[src/rtl/serial_sub_pkg.sv]
// Shared definitions for the bit-serial subtraction controller.
//   state_e   : controller FSM states (IDLE, RUN, DONE)
//   cnt_width : width of the bit counter for a given operand width
package serial_sub_pkg;

  typedef enum logic [1:0] {
    IDLE = 2'd0,
    RUN  = 2'd1,
    DONE = 2'd2
  } state_e;

  // The counter only has to reach w-1, so clog2(w) bits suffice.
  // The floor of 1 keeps the vector legal for degenerate widths.
  function automatic int cnt_width(input int w);
    return (w <= 2) ? 1 : $clog2(w);
  endfunction

endpackage

[src/rtl/serial_sub_ctrl_if.sv]
// Handshake and data bundle of serial_sub_ctrl.
//   master : operand producer / result consumer (testbench or parent)
//   slave  : the controller
// Signals: start_valid/start_ready + x, y, borrow_in (operand channel);
//          done_valid/done_ready + result, borrow_out (result channel);
//          busy status; zero/ovf flags only when SERIAL_SUB_FLAGS_EN is defined.
// Handshake rule (both channels): a transfer happens on a rising clock edge
// where valid and ready are both high; the producer holds its payload
// stable while valid is high and ready is low.
interface serial_sub_ctrl_if #(
  parameter int WIDTH = 5
);
  logic             start_valid;
  logic             start_ready;
  logic [WIDTH-1:0] x;
  logic [WIDTH-1:0] y;
  logic             borrow_in;
  logic             done_valid;
  logic             done_ready;
  logic [WIDTH-1:0] result;
  logic             borrow_out;
  logic             busy;
`ifdef SERIAL_SUB_FLAGS_EN
  logic             zero;
  logic             ovf;
`endif

  modport master (
    output start_valid, x, y, borrow_in, done_ready,
    input  start_ready, done_valid, result, borrow_out, busy
`ifdef SERIAL_SUB_FLAGS_EN
    , input zero, ovf
`endif
  );

  modport slave (
    input  start_valid, x, y, borrow_in, done_ready,
    output start_ready, done_valid, result, borrow_out, busy
`ifdef SERIAL_SUB_FLAGS_EN
    , output zero, ovf
`endif
  );
endinterface

[src/rtl/serial_sub_ctrl_fs_bit.sv]
// fs_bit: one-bit combinational full subtractor, computes a - b - bin.
//   a_i, b_i, bin_i : minuend bit, subtrahend bit, incoming borrow
//   d_o             : difference bit
//   bout_o          : outgoing borrow
module fs_bit (
  input  logic a_i,
  input  logic b_i,
  input  logic bin_i,
  output logic d_o,
  output logic bout_o
);
  assign d_o    = a_i ^ b_i ^ bin_i;
  assign bout_o = (~a_i & b_i) | (~(a_i ^ b_i) & bin_i);
endmodule

[src/rtl/serial_sub_ctrl.sv]
// serial_sub_ctrl: bit-serial x - y - borrow_in, one bit per clock through
// a single fs_bit cell.
// Ports:
//   clk     : rising-edge clock
//   rst_n   : synchronous active-low reset
//   bus     : serial_sub_ctrl_if slave modport (operands, result, status)
//   state_o : current FSM state, for observation
// Build option: SERIAL_SUB_FLAGS_EN adds the registered zero/ovf flags.
module serial_sub_ctrl
  import serial_sub_pkg::*;
#(
  parameter int WIDTH = 5
) (
  input  logic               clk,
  input  logic               rst_n,
  serial_sub_ctrl_if.slave   bus,
  output state_e             state_o
);
  localparam int CW = cnt_width(WIDTH);

  state_e           state_q, state_d;
  logic [WIDTH-1:0] x_q, x_d, y_q, y_d, res_q, res_d;
  logic             b_q, b_d, bout_q, bout_d;
  logic [CW-1:0]    cnt_q, cnt_d;
`ifdef SERIAL_SUB_FLAGS_EN
  logic             zero_q, zero_d, ovf_q, ovf_d;
`endif

  logic d_bit, b_next, last_bit;

  fs_bit u_fs_bit (
    .a_i    (x_q[0]),
    .b_i    (y_q[0]),
    .bin_i  (b_q),
    .d_o    (d_bit),
    .bout_o (b_next)
  );

  assign last_bit = (cnt_q == CW'(WIDTH - 1));

  always_comb begin
    state_d = state_q;
    x_d     = x_q;
    y_d     = y_q;
    res_d   = res_q;
    b_d     = b_q;
    bout_d  = bout_q;
    cnt_d   = cnt_q;
`ifdef SERIAL_SUB_FLAGS_EN
    zero_d  = zero_q;
    ovf_d   = ovf_q;
`endif
    case (state_q)
      IDLE: begin
        if (bus.start_valid) begin
          x_d     = bus.x;
          y_d     = bus.y;
          b_d     = bus.borrow_in;
          cnt_d   = '0;
          state_d = RUN;
        end
      end
      RUN: begin
        x_d   = x_q >> 1;
        y_d   = y_q >> 1;
        // LSB-first: after WIDTH shifts the first difference bit is at bit 0.
        res_d = {d_bit, res_q[WIDTH-1:1]};
        b_d   = b_next;
        cnt_d = cnt_q + CW'(1);
        if (last_bit) begin
          state_d = DONE;
          bout_d  = b_next;
`ifdef SERIAL_SUB_FLAGS_EN
          zero_d  = ({d_bit, res_q[WIDTH-1:1]} == '0);
          // Signed overflow: borrow into the sign cell differs from borrow out.
          ovf_d   = b_q ^ b_next;
`endif
        end
      end
      DONE: begin
        if (bus.done_ready) state_d = IDLE;
      end
      default: state_d = IDLE;
    endcase
  end

  always_ff @(posedge clk) begin
    if (!rst_n) begin
      state_q <= IDLE;
      x_q     <= '0;
      y_q     <= '0;
      res_q   <= '0;
      b_q     <= 1'b0;
      bout_q  <= 1'b0;
      cnt_q   <= '0;
`ifdef SERIAL_SUB_FLAGS_EN
      zero_q  <= 1'b0;
      ovf_q   <= 1'b0;
`endif
    end else begin
      state_q <= state_d;
      x_q     <= x_d;
      y_q     <= y_d;
      res_q   <= res_d;
      b_q     <= b_d;
      bout_q  <= bout_d;
      cnt_q   <= cnt_d;
`ifdef SERIAL_SUB_FLAGS_EN
      zero_q  <= zero_d;
      ovf_q   <= ovf_d;
`endif
    end
  end

  // Moore outputs decoded from the state register only.
  assign bus.start_ready = (state_q == IDLE);
  assign bus.done_valid  = (state_q == DONE);
  assign bus.busy        = (state_q != IDLE);
  assign bus.result      = res_q;
  assign bus.borrow_out  = bout_q;
`ifdef SERIAL_SUB_FLAGS_EN
  assign bus.zero        = zero_q;
  assign bus.ovf         = ovf_q;
`endif
  assign state_o         = state_q;

endmodule

[src/flat_wrapper.sv]
// flat-port wrapper written by rule: the top's interface ports become plain ports
module serial_sub_ctrl_flat import serial_sub_pkg::*;
#(
  parameter int WIDTH = 5
)
  (clk, rst_n, state_o, bus_start_valid, bus_x, bus_y, bus_borrow_in, bus_done_ready, bus_start_ready, bus_done_valid, bus_result, bus_borrow_out, bus_busy);
  serial_sub_ctrl_if #(.WIDTH(WIDTH)) bus_i ();
  input  logic clk;
  input  logic rst_n;
  output state_e state_o;
  input wire logic [$bits(bus_i.start_valid)-1:0] bus_start_valid;
  input wire logic [$bits(bus_i.x)-1:0] bus_x;
  input wire logic [$bits(bus_i.y)-1:0] bus_y;
  input wire logic [$bits(bus_i.borrow_in)-1:0] bus_borrow_in;
  input wire logic [$bits(bus_i.done_ready)-1:0] bus_done_ready;
  output wire logic [$bits(bus_i.start_ready)-1:0] bus_start_ready;
  output wire logic [$bits(bus_i.done_valid)-1:0] bus_done_valid;
  output wire logic [$bits(bus_i.result)-1:0] bus_result;
  output wire logic [$bits(bus_i.borrow_out)-1:0] bus_borrow_out;
  output wire logic [$bits(bus_i.busy)-1:0] bus_busy;
  assign bus_i.start_valid = bus_start_valid;
  assign bus_i.x = bus_x;
  assign bus_i.y = bus_y;
  assign bus_i.borrow_in = bus_borrow_in;
  assign bus_i.done_ready = bus_done_ready;
  assign bus_start_ready = bus_i.start_ready;
  assign bus_done_valid = bus_i.done_valid;
  assign bus_result = bus_i.result;
  assign bus_borrow_out = bus_i.borrow_out;
  assign bus_busy = bus_i.busy;
  serial_sub_ctrl #(.WIDTH(WIDTH)) u_core (.clk(clk), .rst_n(rst_n), .bus(bus_i), .state_o(state_o));
endmodule
[config.mk]
export PLATFORM = sky130hd
export DESIGN_NAME = serial_sub_ctrl_flat
export DESIGN_NICKNAME = d
export VERILOG_FILES = /design/src/rtl/serial_sub_pkg.sv /design/src/rtl/serial_sub_ctrl_if.sv /design/src/rtl/serial_sub_ctrl_fs_bit.sv /design/src/rtl/serial_sub_ctrl.sv /design/src/flat_wrapper.sv
export SDC_FILE = /design/constraint.sdc
export NUM_CORES = 1
export LEC_CHECK = 0
export CAP_MARGIN = 10
export CELL_PAD_IN_SITES_DETAIL_PLACEMENT = 2
export CELL_PAD_IN_SITES_GLOBAL_PLACEMENT = 2
export CORE_MARGIN = 4
export CORE_UTILIZATION = 31
export CTS_CLUSTER_DIAMETER = 30
export CTS_CLUSTER_SIZE = 14
export DETAILED_ROUTE_END_ITERATION = 12
export GPL_TIMING_DRIVEN = 0
export PLACE_DENSITY_LB_ADDON = 0.1
export SETUP_SLACK_MARGIN = 0.3
export SLEW_MARGIN = 20
export SYNTH_ARGS = -nofsm -noshare
export SYNTH_HDL_FRONTEND = slang
export SYNTH_SLANG_ARGS = --single-unit
[constraint.sdc]
create_clock -name clk -period 3.39 [get_ports clk]
set_input_delay 0.678 -clock clk [delete_from_list [all_inputs] [get_ports clk]]
set_output_delay 0.678 -clock clk [all_outputs]
set_load 0.01 [all_outputs]
======== Word-level counts from Yosys, hierarchy flattened ========
Index checks and enable logic that the tools add are counted.
word-level totals
  flip-flop bits (word level) ............. 22
  input port bits ......................... 15
  output and inout bits ................... 11
  logic and storage cells ................. 39
cells by class
  add/sub/neg operators ................... 1
  equal/unequal tests ..................... 6
  muxes and demuxes ....................... 12
  bitwise operators ....................... 7
  reduce and logical (&&, ||, !) cells .... 6
operators with widths
  operator                                                                 count
  5-bit one-hot mux with 2 select lines                                    2
  5-bit 2-to-1 mux                                                         2
  2-bit 2-to-1 mux                                                         3
  2-bit one-hot mux with 3 select lines                                    1
  3-bit one-hot mux with 2 select lines                                    1
  2-bit inequality test, second input constant                             2
  2-bit AND reduction                                                      2
  2-bit nonzero test                                                       2
  3-bit by 1-bit adder with 3-bit output, second input constant            1
  3-bit equality test, second input constant                               1
  3-bit 2-to-1 mux                                                         1
  3-bit AND reduction                                                      1
  1-bit bitwise AND                                                        2
  2-bit by 1-bit equality test with 1-bit output, second input constant    1
  2-bit equality test, second input constant                               1
  2-bit zero test                                                          1
  2-bit by 1-bit inequality test with 1-bit output, second input constant  1
  1-bit NOT                                                                2
  1-bit one-hot mux with 2 select lines                                    1
  1-bit XOR                                                                2
  1-bit 2-to-1 mux                                                         1
  1-bit OR                                                                 1

======== Depth between registers and ports, before layout ========
  word-level depth ........................ 5
  gate-level depth with buffers ........... 5
  depth with buffers taken out ............ 5

======== Hierarchy ========
Synthesis repeated with hierarchy kept, for this count alone.
unflattened totals
  cells, all modules ...................... 119
  area, all modules ....................... 1,058.5 sq um
by module, submodules not included
  module           times used  cells an instance  area each (sq um)  seq. area each (sq um)
  serial_sub_ctrl  1           115                1,027.2            440.4
  fs_bit           1           4                  31.3               0.0

======== Worst setup path after synthesis ========
OpenSTA, ideal clock, no wires.
  path kind ............................... register -> output
  start point ............................. reg u_core.state_q[0] (netlist: u_core.state_o[0])
  end point ............................... out bus_start_ready
  arrival ................................. 1.076 ns
  data required time ...................... 2.712 ns
  path slack .............................. 1.636 ns
  stages on the path, launching flop included .. 5
  path through ............................ dfxtp_1 buf_6 buf_4 or2_2 inv_1
on the way
  cells in the longest elaborated chain, start to end .. 1
RTL lines
  element                 line                    source
  from (decl)             serial_sub_ctrl.sv:21   state_e state_q, state_d;
  from (signal assigned)  serial_sub_ctrl.sv:101  state_q <= state_d;
  2-bit zero test         serial_sub_ctrl.sv:116  assign bus.start_ready = (state_q == IDLE);
  to (decl)               flat_wrapper.sv:16      output wire logic [$bits(bus_i.start_ready)-1:0] bus_start_ready;
No other way between the ends.

======== Final worst setup path ========
Ends and elaborated chain as after synthesis.

==> metrics.md <==
| Metric | Value |
|---|---|
| Status | finished, final reports clean |
| Grt total ovfl | 0 |
| Mapped cell area | about 0.0011 mm2 |
| Antenna-violating nets left | 0 |
| Seq/Total Area, Yosys | 0.415 |
| H-tree depth | 1 |
| Clock power frac | 0.280 |
| Cts hold-fix bufs | 0 |
| Pwr/cell area | 388 mW/mm2 |
| CTS Sinks | 22 |
| Warnings from Yosys | 0 |
| First-pass GRT wire length | 4860 um |
| Drt via density | approximately 4.8 |
| Die area | 0.00443 mm2 |
| Max Fclk | between 0.3 and 0.4 GHz |
| Post_cts resized | 0 |
| Area Overhead vs Synth | 32.2% |
| Clock-pin slew on the worst setup and hold paths | 130 ps |
| NetSw | 0.148 mW |
| Fin. Hold Viols | 0 |
| Worst slew pin tran | between 600 and 700 ps |
| Cell Int Power | 0.396 mW |
| Post-Synthesis Cells | 110 |
| Dpl cells | 179 |
| Comb power frac | 0.199 |
| Slew HR | 0.549 |
| Final Non-Filler Cells | 183 |
| Worst EP required | 2710 ps |
| Antenna Cells | 0 |
| Clock Skew | approximately 2.4 ps |
| Family with the most delay on the worst path | buffers and inverters |
| #FFs+latches synth | 22 |
| Largest family of logic cells by synthesized area | compound AO/OA/AOI/OAI gates |
| Syn_area_per_cell | 9.66 um2 |
| WL per Instance | approximately 16 um |
| Sw frac | 0.273 |
| Critical Path AT | 1910 ps |
| Max Cap Viol | 0 |
| Detail Placement HPWL | 2230 um |
| Adder-cell share of the synthesized area | 0.0424 |
| Net count after synthesis | 128 |
| CP cell instances | buf_6 > buf_4 > or2_2 > inv_1 > clkdlybuf4s50_1 |
| # IOs | 26 |
| # DRC | 0 |
| CTS tree | done |
| Mux share of post-synthesis cell area | 0.0848 |
| Flop2flop setup slack | around 2100 ps |
| Sequential power share | 0.521 |
| Final wirelength | 2870 um |
| Critical-path top delay cell | clkdlybuf4s50_1 |
| Worst-Skew Late Latency | about 310 ps |
| Die Height | 66.5 um |
| Vias | between 800 and 900 |
| Detailed Routing Iterations Pass 1 | 4 |
| Crit path launch type | flip-flop |
| RSZ-0062 raised after global routing | false |
| Most frequent cells in the layout | clkdlybuf4s50_1, dfxtp_1, nor2_1 |
| Setup Fix Bufs, Post-CTS | 0 |
| Post-Synth Simple-Gate Area | 0.163 |
| Critical path endpoint category | output port |
| CP Class | reg -> out |
| Max VDD drop | 0.141 mV |
| Buf/Inv on CP | 4 |
| # port buffers | 25 |
| Core Box Area | 0.00315 mm2 |
| Setup-failing EPs final | 0 |
| Fin crit share | 0.763 |
| CTS max path bufs | 2 |
| Post-Synth XOR/XNOR Area | 0 |
| Max FO, Critical Path | 10 |
| Biggest cell delay along the critical path | 530 ps |
| Fin nets | 158 |
| Commonest non-fill, non-tap cell in the layout | clkdlybuf4s50_1 |
| Leak | 0.532 nW |
| Final Max Slew Viols | 0 |
| FP Rows | 20 |
| Synth cell types | 27 |
| Initial Utilization | 0.337 |
| CTS Buf Count | 3 |
| Setup TNS | 0 ps |
| Filler Cell Count | 372 |
| Initial antenna violation count | 0 |
| Clk root buf | clkbuf_4 |
| Width of the die | between 60 and 70 um |
| Vias in the first global route | 993 |
| Hold Path Class | reg -> reg |
| Total GRT Usage | 0.146 |
| Routability Congestion | ~0.68 |
| Largest net degree at the start of global routing | 13 |
| Drt first-iter violations | 48 |
| Layout cells sized above 1 | 0.158 |
| Final worst path period need | approximately 2600 ps |
| Compound-Gate Fraction of Synth Area | 0.213 |
metrics by stage:
stage                     hold slack (ps)  worst slack, ps  cell area [um2]   util  power (mW)
after detailed placement              465             1160             1370  0.434       0.401
after floorplan                       454             1640             1060      -       0.355
after global routing                  505              726             1400  0.445       0.575
after global placement                443             1180             1370  0.434       0.395
after CTS                             484              782             1400  0.445       0.552
final                                 479              803             1400  0.445       0.544
final cells by class:
type	count	area [um2]	share of cell area
sequential	22	440	0.314
inverter	7	26.3	0.0187
clock buffer	4	36.3	0.0258
buffer	8	61.3	0.0437
multi-input combinational	73	534	0.381
tap	44	55.1	0.0392
timing repair buffer	25	250	0.178
power groups by stage:
stage	logic (mW)	clock network, mW	registers (mW)
final	0.108	0.152	0.284
after global placement	0.106	0	0.289
after floorplan	0.0661	0	0.288
after CTS	0.111	0.157	0.284
after detailed placement	0.110	0	0.290
after global routing	0.120	0.168	0.287
per-layer routing:
metal | up-vias | part of all wire | track usage
li1 | 431 | - | -
met1 | 426 | 0.42 | 0.165
met2 | 19 | 0.54 | 0.270
met3 | 2 | 0.042 | 0.0354
met4 | 0 | 0.0066 | 0.0381
met5 | - | 0 | 0
tightest hold or removal path, delay by kind of cell (launching register included):
kind	cells	cell delay [ps]
AO/OA/AOI/OAI	1	60
flip-flops	1	340
AND/OR/NAND/NOR	1	60
synth_stat cells:
library cell / instances / share of area
buf_2: 1 / 0.0047
o21ai_0: 4 / 0.019
and3_4: 1 / 0.011
a21oi_1: 8 / 0.038
a31oi_1: 1 / 0.0059
o21a_1: 1 / 0.0071
ha_1: 2 / 0.024
nand2b_1: 1 / 0.0059
clkbuf_1: 2 / 0.0071
inv_1: 7 / 0.025
buf_4: 2 / 0.014
mux2i_1: 9 / 0.085
dfxtp_1: 22 / 0.41
a211oi_2: 9 / 0.11
buf_6: 3 / 0.032
and3_1: 1 / 0.0059
nand2_1: 10 / 0.035
nor2b_1: 4 / 0.024
nor3b_1: 1 / 0.0071
a2bb2oi_1: 1 / 0.0082
nor2_1: 12 / 0.042
o21ba_4: 1 / 0.015
a211oi_1: 2 / 0.014
nand4bb_1: 2 / 0.021
nand3_1: 1 / 0.0047
or2_2: 1 / 0.0059
fa_1: 1 / 0.019
flip-flops by register name (all words and copies together) (netlist names):
signal and flops:
u_core.state_o 2, u_core.y_q 5, u_core.bus.borrow_out 1, u_core.cnt_q 3
u_core.b_q 1, u_core.x_q 5, u_core.bus.result 5
cells by family after synthesis:
group | count (synthesis)
buf+inv | 15
fa+ha+maj | 3
simple gates | 34
mux | 9
flops | 22
compound gates | 27
final timing paths:
path,to,start,depth (start not counted)
worst max-delay path,bus_start_ready,u_core.state_o[0],5
worst min-delay path,u_core.bus.result[0],u_core.bus.result[0],2
worst max register to register,u_core.y_q[1],u_core.state_o[1],5
worst min register to register,u_core.bus.result[0],u_core.bus.result[0],2
No activity file was read; power rests on OpenSTA's default activity.
